**config.mk**
```make
export PLATFORM = sky130hd
export DESIGN_NAME = backprop_delta
export DESIGN_NICKNAME = d
export VERILOG_FILES = /design/src/rtl/backprop_pkg.sv /design/src/rtl/backprop_delta_elem.sv /design/src/rtl/backprop_delta.sv
export SDC_FILE = /design/constraint.sdc
export NUM_CORES = 1
export LEC_CHECK = 0
export CAP_MARGIN = 20
export CORE_MARGIN = 2
export CORE_UTILIZATION = 45
export CTS_BUF_LIST = sky130_fd_sc_hd__clkbuf_8
export DETAILED_ROUTE_END_ITERATION = 10
export PLACE_DENSITY = 0.75
export SLEW_MARGIN = 30
export SYNTH_ARGS = -nofsm -noshare
export SYNTH_HDL_FRONTEND = slang
export SYNTH_SLANG_ARGS = --single-unit
```
**constraint.sdc**
```tcl
create_clock -name clk -period 10.19 [get_ports clk]
set_clock_uncertainty 0.2 [all_clocks]
set_input_delay 1.5285 -clock clk [delete_from_list [all_inputs] [get_ports clk]]
set_output_delay 1.5285 -clock clk [all_outputs]
set_load 0.05 [all_outputs]
```
**src/rtl/backprop_pkg.sv**
```systemverilog
// Shared definitions for the backprop cost / delta / update blocks:
// FSM state encodings and the index-width helper.
package backprop_pkg;

   typedef enum logic [1:0] {
      IDLE = 2'd0,
      RUN  = 2'd1,
      DONE = 2'd2
   } state_t;

   // Width of an element index; never narrower than one bit.
   function automatic int idx_w(input int n);
      return (n > 1) ? $clog2(n) : 1;
   endfunction

endpackage

```
**src/rtl/backprop_delta_elem.sv**
```systemverilog
// Per-element derivative of the squared-error loss: 2*(y - label),
// wrapped modulo 2^data_size with no saturation.
module backprop_delta_elem #(
   parameter int data_size = 4
) (
   input  logic [data_size-1:0] y,
   input  logic [data_size-1:0] label,
   output logic [data_size-1:0] delta
);

   // Doubling drops the difference MSB; the result is a plain wrap.
   function automatic logic [data_size-1:0] wrap_double(input logic signed [data_size-1:0] d);
      return d <<< 1;
   endfunction

   logic signed [data_size-1:0] diff;

   assign diff  = signed'(y) - signed'(label);
   assign delta = wrap_double(diff);

endmodule

```
**src/rtl/backprop_delta.sv**
```systemverilog
// Output-layer gradient generator: snapshots prediction and label
// vectors on start, then streams one delta per element over valid/ready.
module backprop_delta
   import backprop_pkg::*;
#(
   parameter  int data_size = 4,
   parameter  int size      = 3,
   localparam int IDX_W     = idx_w(size)
) (
   input  logic                      clk,
   input  logic                      rst_n,
   input  logic                      start,
   input  logic [data_size*size-1:0] y_stream,
   input  logic [data_size*size-1:0] label_stream,
   output logic                      busy,
   output logic                      delta_valid,
   input  logic                      delta_ready,
   output logic [data_size-1:0]      delta,
   output logic [IDX_W-1:0]          delta_index,
   output logic                      done
);

   localparam int               VEC_W    = data_size * size;
   localparam logic [IDX_W-1:0] LAST_IDX = IDX_W'(size - 1);

   state_t               state;
   logic [VEC_W-1:0]     y_snap;
   logic [VEC_W-1:0]     label_snap;
   logic [VEC_W-1:0]     y_src;
   logic [VEC_W-1:0]     label_src;
   logic [data_size-1:0] y_elem;
   logic [data_size-1:0] label_elem;
   logic [data_size-1:0] next_delta;
   int                   sel;

   // Select the element to load next: element 0 straight from the live
   // inputs on start, otherwise the following element of the snapshot.
   always_comb begin
      y_src     = (state == IDLE) ? y_stream     : y_snap;
      label_src = (state == IDLE) ? label_stream : label_snap;
      sel       = 0;
      if (state != IDLE && delta_index != LAST_IDX)
         sel = int'(delta_index) + 1;
      y_elem     = y_src[(size - sel) * data_size - 1 -: data_size];
      label_elem = label_src[(size - sel) * data_size - 1 -: data_size];
   end

   backprop_delta_elem #(
      .data_size (data_size)
   ) u_elem (
      .y     (y_elem),
      .label (label_elem),
      .delta (next_delta)
   );

   // Pass control FSM with registered outputs; delta/index only move on a
   // handshake so they stay stable under backpressure.
   always_ff @(posedge clk or negedge rst_n) begin
      if (!rst_n) begin
         state       <= IDLE;
         y_snap      <= '0;
         label_snap  <= '0;
         busy        <= 1'b0;
         delta_valid <= 1'b0;
         delta       <= '0;
         delta_index <= '0;
         done        <= 1'b0;
      end else begin
         case (state)
            IDLE: begin
               done <= 1'b0;
               if (start) begin
                  y_snap      <= y_stream;
                  label_snap  <= label_stream;
                  delta_index <= '0;
                  delta       <= next_delta;
                  delta_valid <= 1'b1;
                  busy        <= 1'b1;
                  state       <= RUN;
               end
            end
            RUN: begin
               if (delta_valid && delta_ready) begin
                  if (delta_index == LAST_IDX) begin
                     delta_valid <= 1'b0;
                     done        <= 1'b1;
                     state       <= DONE;
                  end else begin
                     delta_index <= delta_index + 1'b1;
                     delta       <= next_delta;
                  end
               end
            end
            DONE: begin
               done  <= 1'b0;
               busy  <= 1'b0;
               state <= IDLE;
            end
            default: state <= IDLE;
         endcase
      end
   end

endmodule

```
==> flow_summary.json <==
{
  "status": "complete, no violations",
  "setup_ws_ns": 6.34,
  "num_rows": 20,
  "grt_overflow_total": 0,
  "die_area_um2": 3800,
  "hp-class": "reg2reg",
  "grt.total_usage": 0.187,
  "ys.flop_type": "dfrtp_1",
  "slowest_stage": "ha_1",
  "fin_crit_ns": 3.85,
  "drv_slew": 0,
  "dp.final_hpwl_um": 2200,
  "drive_gt1_frac": 0.190,
  "place.port_buffers": 29,
  "vias": 1105,
  "dp_slack_ns": 6.23,
  "final_cell_mix": "clkdlybuf4s50_1, dfrtp_1, mux2_2",
  "holdWs_ns": 0.282,
  "end_kind": "flop",
  "nets": 192,
  "dr.pass1.iters": 4,
  "yosysTopAreaCell": "dfrtp_1",
  "yosysWarnings": 0,
  "syn-cell-area_um2": 1500,
  "initial_core_util": 0.482,
  "grt_pass1_wl_um": 5200,
  "grt_max_degree": 29,
  "cp.arrival_ns": 3.86,
  "finalInstanceArea_um2": 1860,
  "cts.sinks": 28,
  "ir_drop_mv": 0.131,
  "path_common_cell": "nand2_1",
  "area_growth_pct": 24.3,
  "path_buf_inv": 2,
  "ys_ff_latch": 28,
  "yosysSeqAreaShare": 0.468,
  "drv_cap": 0,
  "routed_via_density": 5.47,
  "finalCritPeriodShare": 0.378,
  "cts_buffers": 3,
  "drc": 0,
  "antenna_found_initial": 0,
  "wl_um": 2950,
  "critical_path.max_fanout": 14,
  "crit_family": "simple AND/OR/NAND/NOR gates",
  "n_antenna_cell": 0,
  "synth_top_area_share": 0.468,
  "clockBufferDepth": 2,
  "path_cells": "nor2_2 -> or3_4 -> clkinv_2 -> ha_1 -> mux4_2 -> nand2_1 -> nand2_1 -> nand2_1 -> ha_1 -> inv_1 -> fa_1 -> or3_1 -> nand3_1",
  "rsz0062_at_grt": "false",
  "gp_congestion": 0.766,
  "worst_pin_slew_ns": 0.816,
  "postCtsResizedCells": 0,
  "cts_tree": "built",
  "core_um2": 3100,
  "htree_levels": 1,
  "synth-edff-count": 0,
  "hold_buffers": 0,
  "criticalPathCategory": "reg2reg",
  "worst_skew_pair.late_latency_ns": 0.27,
  "ant_nets": 0,
  "ys_types": 39,
  "io_pins": 37,
  "start_kind": "flop",
  "synthesis.nets": 164,
  "synthTopCellsByArea": "dfrtp_1, mux2_2, mux4_2",
  "cts_root_buf": "clkbuf_8",
  "wl_per_cell_um": 14.6,
  "power.leakage_nw": 0.794,
  "die_h_um": 61.7,
  "syn-instance-count": 131,
  "required_ns": 10.20,
  "post_cts_buffers": 0,
  "cts.clk_slew.worst_paths_ns": 0.09,
  "postPlaceCellArea_um2": 1810,
  "setup_viol": 0,
  "hold_violations": 0,
  "fmax_mhz": 260,
  "grt_pass1_vias": 1263,
  "final_common_cell": "clkdlybuf4s50_1",
  "avgSynthCellArea_um2": 11.4,
  "power_density_nw_per_um2": 372,
  "tns_ns": 0,
  "drtIter0Drc": 51,
  "critical-path-max-stage-delay_ns": 0.62,
  "die_x_um": 61.7,
  "ys_async_sr_fraction": 1.00,
  "power.total_w": 0.000692,
  "relSlewSlack": 0.456
}
## cell families after synthesis
logic type                 synth area share
and+or+nand+nor                       0.139
xor gates and xnor gates            0.00585
DFF                                   0.468
buffers and inverters                0.0426
adders and majority gates            0.0468
muxes                                 0.196
AOI/OAI and AO/OA                    0.0995
other                               0.00251
## worst paths after layout
kind	startpoint	endpoint	slack [ns]	depth (start not counted)
max	state[0]	delta[3]	6.34	13
min	delta[2]	delta[2]	0.28	2
max reg2reg	state[0]	delta[3]	6.34	13
min reg2reg	delta[2]	delta[2]	0.28	2
max in group asynchronous	rst_n	busy	8.10	2
min in group asynchronous	rst_n	done	1.42	2
## state kept, by name, summed over array words and instances (netlist names)
register / count
delta: 3
delta_index: 2
y_snap: 9
delta_valid: 1
done: 1
state: 2
label_snap: 9
busy: 1
## area by class of cell
class                           instances  area (um^2)
Timing Repair Buffer                   30          298
Sequential cell                        28          701
Fill cell                             285         1240
Inverter                                5         20.0
Multi-Input combinational cell         91          732
Tap cell                               44         55.1
Clock buffer                            4         55.1
## synthesized netlist by cell type, drive strengths merged (3+ instances only)
cell,count
dfrtp,28
mux2,18
nand2,16
nand3,6
buf,5
o21ai,5
a21o,4
a21oi,4
ha,4
inv,4
mux4,4
nand2b,3
nor2,3
or3,3
## stage by stage
stage	instances	util
detailed placement	198	0.582
global placement	198	0.582
finish	202	0.600
CTS	202	0.600
global route	202	0.600
floorplan	131	-
## report_power, final
group | total [W] | internal [W] | switching (W)
combinational | 0.000421 | 0.000192 | 0.000229
sequential | 0.000202 | 0.000165 | 0.0000366
clock | 0.0000688 | 0.0000346 | 0.0000342
total | 0.000692 | 0.000392 | 0.000300
## tightest hold or removal path, delay by kind of cell (launching register included)
family / cells / cell delay, ns
AND/OR/NAND/NOR: 2 / 0.10
flip-flops: 1 / 0.35
## routing by layer
metal	track usage	up-vias	wire length (um)
li1	-	518	-
met1	0.198	553	1170
met2	0.355	28	1610
met3	0.0378	6	118
met4	0.0760	0	40
met5	0	-	0
No activity file was read; power rests on OpenSTA's default activity.
